### config.mk
export PLATFORM = sky130hd
export DESIGN_NAME = multu_hilo
export DESIGN_NICKNAME = d
export VERILOG_FILES = /design/src/rtl/multu_hilo.sv
export SDC_FILE = /design/constraint.sdc
export NUM_CORES = 1
export LEC_CHECK = 0
export BUFFER_PORTS_ARGS = -buffer_cell sky130_fd_sc_hd__buf_2
export CELL_PAD_IN_SITES_DETAIL_PLACEMENT = 0
export CELL_PAD_IN_SITES_GLOBAL_PLACEMENT = 2
export CORE_AREA = 3 3 157 159
export CTS_CLUSTER_DIAMETER = 30
export DETAILED_ROUTE_END_ITERATION = 7
export DIE_AREA = 0 0 160 162
export PLACE_DENSITY_LB_ADDON = 0.1
export SYNTH_ARGS = -nofsm -noshare
export SYNTH_HDL_FRONTEND = slang
export SYNTH_SLANG_ARGS = --single-unit
### constraint.sdc
create_clock -name clk -period 7.2 [get_ports clk]
set_clock_uncertainty 0.2 [all_clocks]
set_input_delay 1.44 -clock clk [delete_from_list [all_inputs] [get_ports clk]]
set_output_delay 1.44 -clock clk [all_outputs]
set_load 0.005 [all_outputs]
### src/rtl/multu_hilo.sv
// Sequential 32x32 unsigned shift-add multiplier with private HI/LO result registers.
// One product bit per clock; MFHI/MFLO read the last completed result combinationally.
module multu_hilo (
    input  logic        clk,
    input  logic        reset,
    input  logic        start,
    input  logic [31:0] dataA,
    input  logic [31:0] dataB,
    input  logic [5:0]  Signal,
    output logic        busy,
    output logic        done,
    output logic [31:0] dataOut
);

    localparam int unsigned W      = 32;
    localparam int unsigned PW     = 2 * W;
    localparam int unsigned CW     = 5;
    localparam logic [5:0]  MULTU  = 6'b011001;
    localparam logic [5:0]  MFHI   = 6'b010000;
    localparam logic [5:0]  MFLO   = 6'b010010;
    localparam logic [CW-1:0] LAST_ITER = CW'(W - 1);

    typedef enum logic [1:0] {
        ST_IDLE = 2'd0,
        ST_RUN  = 2'd1,
        ST_DONE = 2'd2
    } state_t;

    state_t          state_q, state_d;
    logic [W-1:0]    mcand_q, mcand_d;
    logic [PW-1:0]   prod_q, prod_d;
    logic [CW-1:0]   count_q, count_d;
    logic [W-1:0]    hi_q, hi_d;
    logic [W-1:0]    lo_q, lo_d;

    logic            accept;
    logic [W:0]      sum;

    // A new multiply may only be taken when no iteration is in flight.
    assign accept = start && (Signal == MULTU) && (state_q != ST_RUN);

    // Carry must be kept: it becomes bit 63 after the shift.
    assign sum = {1'b0, prod_q[PW-1:W]} + (prod_q[0] ? {1'b0, mcand_q} : (W+1)'(0));

    always_ff @(posedge clk) begin
        if (!reset) begin
            state_q <= ST_IDLE;
            mcand_q <= '0;
            prod_q  <= '0;
            count_q <= '0;
            hi_q    <= '0;
            lo_q    <= '0;
        end else begin
            state_q <= state_d;
            mcand_q <= mcand_d;
            prod_q  <= prod_d;
            count_q <= count_d;
            hi_q    <= hi_d;
            lo_q    <= lo_d;
        end
    end

    always_comb begin
        state_d = state_q;
        mcand_d = mcand_q;
        prod_d  = prod_q;
        count_d = count_q;
        hi_d    = hi_q;
        lo_d    = lo_q;

        case (state_q)
            ST_IDLE, ST_DONE: begin
                if (accept) begin
                    mcand_d = dataA;
                    prod_d  = {W'(0), dataB};
                    count_d = '0;
                    state_d = ST_RUN;
                end else begin
                    state_d = ST_IDLE;
                end
            end
            ST_RUN: begin
                prod_d  = {sum, prod_q[W-1:1]};
                count_d = count_q + CW'(1);
                if (count_q == LAST_ITER) begin
                    hi_d    = prod_d[PW-1:W];
                    lo_d    = prod_d[W-1:0];
                    state_d = ST_DONE;
                end
            end
            default: state_d = ST_IDLE;
        endcase
    end

    assign busy = (state_q == ST_RUN);
    assign done = (state_q == ST_DONE);

    // Read port: zero-latency select of the held result, blanked during reset.
    always_comb begin
        dataOut = '0;
        if (reset) begin
            if (Signal == MFHI) begin
                dataOut = hi_q;
            end else if (Signal == MFLO) begin
                dataOut = lo_q;
            end
        end
    end

endmodule

==> results.md, run 1 <==
* Yosys warning total at 0
* CTS tree: built
* R2R Path Start: prod_q[0]$_SDFFE_PN0P_
* Residual DRC at 0
* Worst hold path endpoint: mcand_q[15]$_SDFFE_PN0P_
* Most used flip-flop cell after synthesis: dfxtp_1
* Number of setup violations in the final report at 0
* Seq cells post-synth at 167
* Die Wd at 160 um
* Number of global-route vias before repair at 7,311
* Type of the most critical hold path: flop to flop
* Largest net degree at the start of global routing at 91
* # IOs at 107
* RSZ-0062 raised after global routing: false
* First-pass GRT wire length at 39.21 mm
* RD Place Congestion at 0.8142
* Total power at 1.898 mW
* Antenna viol nets, final at 0
* PostCTS Resize Cnt at 0
* Crit path capture type: output port
* Maximum Capacitance Violations at 0
* Unique masters post-synth at 67
* Hold path startpoint: mcand_q[15]$_SDFFE_PN0P_
* Power Dens Cells at 187.6 mW/mm2
* Via-per-instance ratio at 5.086
* Final worst path period need at 4.326 ns
* Initial antenna violation count at 0
* Uppermost layer routed: met4
* Congestion Overflow GR at 0
* Initial Util at 37.93%
* Max H-tree Level at 4
* Fin nets at 1,254
* Reg-to-reg slack, setup at 3.56 ns
* DP Area at 0.009523 mm2
* Cts bufs inserted at 17
* Clock root cell: clkbuf_16
* Register area share after synthesis at 37.66%
* Post-CTS Hold Buffers at 0
* Finished layout cell area at 0.01011 mm2
* Period utilization at 60.08%
* Post-DP HPWL at 16.73 mm
* Area grow syn2layout at 13.94%
* Asr flop ratio synth at 0%
* Worst EP arrival at 2.69 ns
* Post-synthesis cell count at 1,094
* Final wirelength at 24.12 mm
* Mapped Area at 0.008877 mm2
* Proportion of layout cells with a drive suffix above 1 at 14.58%
* Max VDD drop at 0.1603 mV
* Crit path max fanout at 33
* Core area at 0.02340 mm2
* Die height at 162 um
* Setup TNS at 0 ns
* N_diodes at 0
* Via Count at 7,517
* Post-Layout Cell Count at 1,478
* Port bufs at 106
* Met3 wire length at 697 um
* Metal2 WL at 12.18 mm
* Commonest non-fill, non-tap cell in the layout: nand2_1
* Pleak at 4.432 nW
* Slew margin rel. at 28.43%
* Hold Vio Cnt, Final at 0
* Critical path type: input pin to output port
* Post-synth EDFFs at 0
* CP startpoint kind: input pin
* Post-CTS Setup Repair Bufs at 0
* Met1 wire length at 11.07 mm
* All-Layer GR Usage at 18.79%
* Worst-Margin Slew at 1.074 ns
* Max Freq at 0.2312 GHz
* First DRT Iteration DRCs at 378
* Most frequent cells in the layout: nand2_1, dfxtp_1, buf_2
* Clock transition at path regs at 0.07 ns
* Worst path required time at 5.56 ns
* Status: complete, no violations
* Skew-Pair Late Insertion Delay at 0.43 ns
* Row cnt at 56
* Die footprint at 0.02592 mm2
* Worst reg2reg path depth at 13
* Final Hold Slack at 0.2563 ns
* First-pass detailed-route iteration total at 5
* CTS sink count at 167
* Max Slew Vio Count at 0
* DP Cell Count at 1,446
* Syn avg cell area at 8.115 um2
* WL/cell at 16.32 um
* Reg-to-Reg End: hi_q[23]$_SDFFE_PN0P_
* Maximum root-to-sink buffer count at 2
* Mapped Nets at 1,202
* Worst Hold Depth at 2
-- worst max-delay path, stage by stage --
cell	delay (ns)
buf_2	0.73
mux2i_1	0.27
nor2_1	0.06
buf_2	0.14
-- cells by family (layout without fill, tap and decap cells) --
family	count (synthesis)	in the layout	share of synthesized area, %
buffers and inverters	91	156	4.468
flip-flops	167	167	37.66
AND/OR/NAND/NOR	470	470	23.74
AO/OA/AOI/OAI	270	270	22.65
adder cells (fa/ha/maj)	35	35	5.018
XOR/XNOR	29	29	2.861
multiplexers	32	32	3.608
-- through the flow --
step | setup slack (ns) | utilization [%]
CTS | 2.861 | 43.22
floorplan | 3.150 | -
global placement | 2.886 | 40.69
detailed placement | 2.871 | 40.69
global route | 2.775 | 43.22
finish | 2.874 | 43.22
-- report_power, final --
group	internal, mW	leakage (nW)	total [mW]	switching, mW
combinational	0.0288	2.80	0.0603	0.0315
clock	0.475	0.291	0.909	0.435
sequential	0.926	1.34	0.928	0.00219
-- how the worst max path moves through the flow --
stage	from	end	slack, ns
5_1_grt	Signal[1]	dataOut[8]	2.77
3_3_place_gp	Signal[1]	dataOut[2]	2.89
6_report	Signal[1]	dataOut[1]	2.87
2_1_floorplan	Signal[1]	dataOut[10]	3.15
4_1_cts	Signal[1]	dataOut[28]	2.86
3_5_place_dp	Signal[1]	dataOut[2]	2.87
-- registers in the layout, indices dropped and copies added (netlist names) --
register  cells
prod_q       64
hi_q         32
lo_q         32
mcand_q      32
count_q       5
state_q       2
-- final cells by class --
type / count / area, um2
fill: 2544 / 13290
multi-input combinational: 836 / 5150
sequential: 167 / 3343
timing repair buffer: 114 / 593.1
clock buffer: 18 / 439.2
tap: 319 / 399.1
clock inverter: 14 / 152.6
inverter: 10 / 37.54
-- Yosys cell counts, drive strengths merged (10+ instances only) --
cell type / instances / share of area [%]
nand2: 274 / 12
dfxtp: 167 / 38
a21boi: 84 / 7.1
nand3: 59 / 3.5
clkbuf: 58 / 2.5
o21ai: 52 / 3.1
and2: 51 / 3.6
nor2: 47 / 2.1
ha: 34 / 4.8
o211a: 34 / 3.8
a21oi: 32 / 1.9
mux2i: 32 / 3.6
buf: 23 / 1.6
xnor2: 17 / 1.7
a22o: 16 / 1.6
a21o: 12 / 1.0
xor2: 12 / 1.2
nand4: 10 / 0.70
-- layer usage --
metal	track usage, %	vias to the layer above
met2	33.69	97
met5	0	-
met4	3.866	0
met3	3.060	9
li1	-	3899
met1	23.91	3512
(Power assumes the default switching activity.)
==> run 2: changes to the inputs <==
Settings changed: CORE_AREA 3 3 157 159 to 3 3 164 166, DIE_AREA 0 0 160 162 to 0 0 167 169.
Clock period 7.2 ns to 4.5 ns, I/O delays scaled along.
==> run 2 against run 1 <==
Global-route usage down 0.88 points. Sequential share of layout area down 0.18 points. Die area up 8.9%. Setup slack worse by 2.0 ns. Sequential power up 61%. Final area up 0.54%. First-iteration DRC count up 20%.
==> results.md, run 2 (same netlist as run 1, synthesis figures left out) <==
* First DRT Iteration DRCs at 455
* Core area at 0.02576 mm2
* Sequential share of power at 48.7%
* R2R Path Start: prod_q[0]$_SDFFE_PN0P_
* N_diodes at 0
* Post-CTS Setup Repair Bufs at 0
* Clock transition at path regs at 0.07 ns
* Worst reg2reg path depth at 12
* Largest net degree at the start of global routing at 91
* # IOs at 107
* Sw power at 0.7668 mW
* Slowest stage cell, crit path: dfxtp_1
* Delay-heaviest family, CP: simple AND/OR/NAND/NOR gates
* Via Count at 7,609
* Die footprint at 0.02822 mm2
* Number of global-route vias before repair at 7,489
* Worst-path cell chain: and2_1 > ha_1 > inv_1 > fa_1 > and2b_1 > o31a_4 > o21ai_2 > o21ai_1 > a31oi_1 > o21a_1 > or4b_1 > nand3_1
* Max VDD drop at 0.2058 mV
* Worst hold path endpoint: mcand_q[11]$_SDFFE_PN0P_
* Crit path capture type: flop
* Final worst path period need at 3.630 ns
* Area grow syn2layout at 14.56%
* Power Dens Cells at 300.3 mW/mm2
* Period utilization at 80.66%
* Port bufs at 106
* Worst EP arrival at 3.80 ns
* Critical path type: flop to flop
* Clock root cell: clkbuf_16
* DP Cell Count at 1,466
* Max H-tree Level at 4
* CTS sink count at 167
* Hold Vio Cnt, Final at 0
* Crit path max fanout at 24
* Max reg flops at 64
* Setup WS pre-CTS at 0.8558 ns
* Most frequent cells in the layout: nand2_1, dfxtp_1, buf_2
* Type of the most critical hold path: flop to flop
* Reg-to-Reg End: hi_q[29]$_SDFFE_PN0P_
* Maximum root-to-sink buffer count at 2
* Buf+Inv Stages, Crit Path at 1
* Worst-Margin Slew at 1.063 ns
* Post-CTS Hold Buffers at 0
* Worst path required time at 4.67 ns
* Slew margin rel. at 29.15%
* Number of setup violations in the final report at 0
* Maximum Capacitance Violations at 0
* Fillcell total at 2,765
* Die height at 169 um
* Final wirelength at 25.34 mm
* Setup ws final at 0.8705 ns
* Row cnt at 59
* First-pass detailed-route iteration total at 7
* Switching share of total power at 25.11%
* Congestion Overflow GR at 0
* Initial Util at 34.46%
* Reg with most FFs: prod_q
* Proportion of layout cells with a drive suffix above 1 at 14.88%
* Status: complete, no violations
* Reg-to-reg slack, setup at 0.87 ns
* Fin nets at 1,258
* Hold path startpoint: mcand_q[11]$_SDFFE_PN0P_
* Skew-Pair Late Insertion Delay at 0.43 ns
* Worst Hold Depth at 2
* Die Wd at 167 um
* Clock power share at 48.1%
* Internal power at 2.287 mW
* First-pass GRT wire length at 41.00 mm
* Max Slew Vio Count at 0
* Antenna viol nets, final at 0
* All-Layer GR Usage at 17.91%
* Comb power frac at 3.2%
* Post-Layout Cell Count at 1,498
* Commonest non-fill, non-tap cell in the layout: nand2_1
* Pleak at 4.451 nW
* Max Freq at 0.2755 GHz
* PostCTS Resize Cnt at 0
* CTS tree: built
* Initial antenna violation count at 0
* Cts bufs inserted at 17
* Residual DRC at 0
* RSZ-0062 raised after global routing: false
* WL/cell at 16.91 um
* RD Place Congestion at 0.8359
* CP startpoint kind: flop
* Via-per-instance ratio at 5.079
* Final Hold Slack at 0.2580 ns
* Setup TNS at 0 ns
* Post-DP HPWL at 17.71 mm
* CP max stage delay at 0.82 ns
==> run 2: cell types whose count changed in the layout (fill, tap and decap cells not counted), sizes merged <==
| cell | previous run | this run |
|---|---|---|
| inv | 18 | 15 |
| buf | 114 | 118 |
| clkinv | 6 | 9 |
==> run 2: cell type report <==
cell class	count	area [um2]	share of cell area [%]
inverters	10	37.54	0.3691
repair buffers	118	623.1	6.127
clock buffers	18	439.2	4.318
clock inverters	14	157.7	1.550
multi-input cells	836	5150	50.64
flip-flops and latches	167	3343	32.87
well taps	335	419.2	4.122
==> run 2: layer usage <==
metal	global-route usage, %	up-vias	wire [um]
met2	31.00	99	12490
met1	23.39	3595	11900
met4	4.914	0	366
li1	-	3892	-
met3	2.616	23	582
met5	0	-	0
==> run 2: power by group through the flow <==
stage	sequential, mW	combinational (mW)	clock, mW
finish	1.49	0.0984	1.47
global route	1.49	0.109	1.57
CTS	1.49	0.101	1.52
detailed placement	1.52	0.101	0
global placement	1.52	0.0999	0
floorplan	1.52	0.0546	0
==> run 2: metrics by stage <==
stage	area (um2)	total power, mW	utilization (%)
after floorplan	8877	1.573	-
after global placement	9573	1.620	37.16
after detailed placement	9573	1.621	37.16
after CTS	10170	3.104	39.47
after global routing	10170	3.166	39.47
final	10170	3.054	39.47
==> run 2: worst register-to-register path, cell delays in order (launching register included) <==
cell and delay (ns):
dfxtp_1 0.82, and2_1 0.24, ha_1 0.17, inv_1 0.05, fa_1 0.39, and2b_1 0.23
o31a_4 0.14, o21ai_2 0.10, o21ai_1 0.35, a31oi_1 0.14, o21a_1 0.17, or4b_1 0.51
nand3_1 0.07
==> run 2: worst max-delay path by stage <==
stage | start | to | slack (ns) | depth (start not counted)
final | prod_q[0]$_SDFFE_PN0P_ | hi_q[29]$_SDFFE_PN0P_ | 0.87 | 12
after global routing | prod_q[0]$_SDFFE_PN0P_ | hi_q[23]$_SDFFE_PN0P_ | 0.60 | 12
after CTS | prod_q[0]$_SDFFE_PN0P_ | hi_q[29]$_SDFFE_PN0P_ | 0.85 | 12
after detailed placement | Signal[1] | prod_q[0]$_SDFFE_PN0P_ | 0.86 | 7
after global placement | Signal[1] | prod_q[0]$_SDFFE_PN0P_ | 0.89 | 7
after floorplan | Signal[1] | dataOut[10] | 1.53 | 4
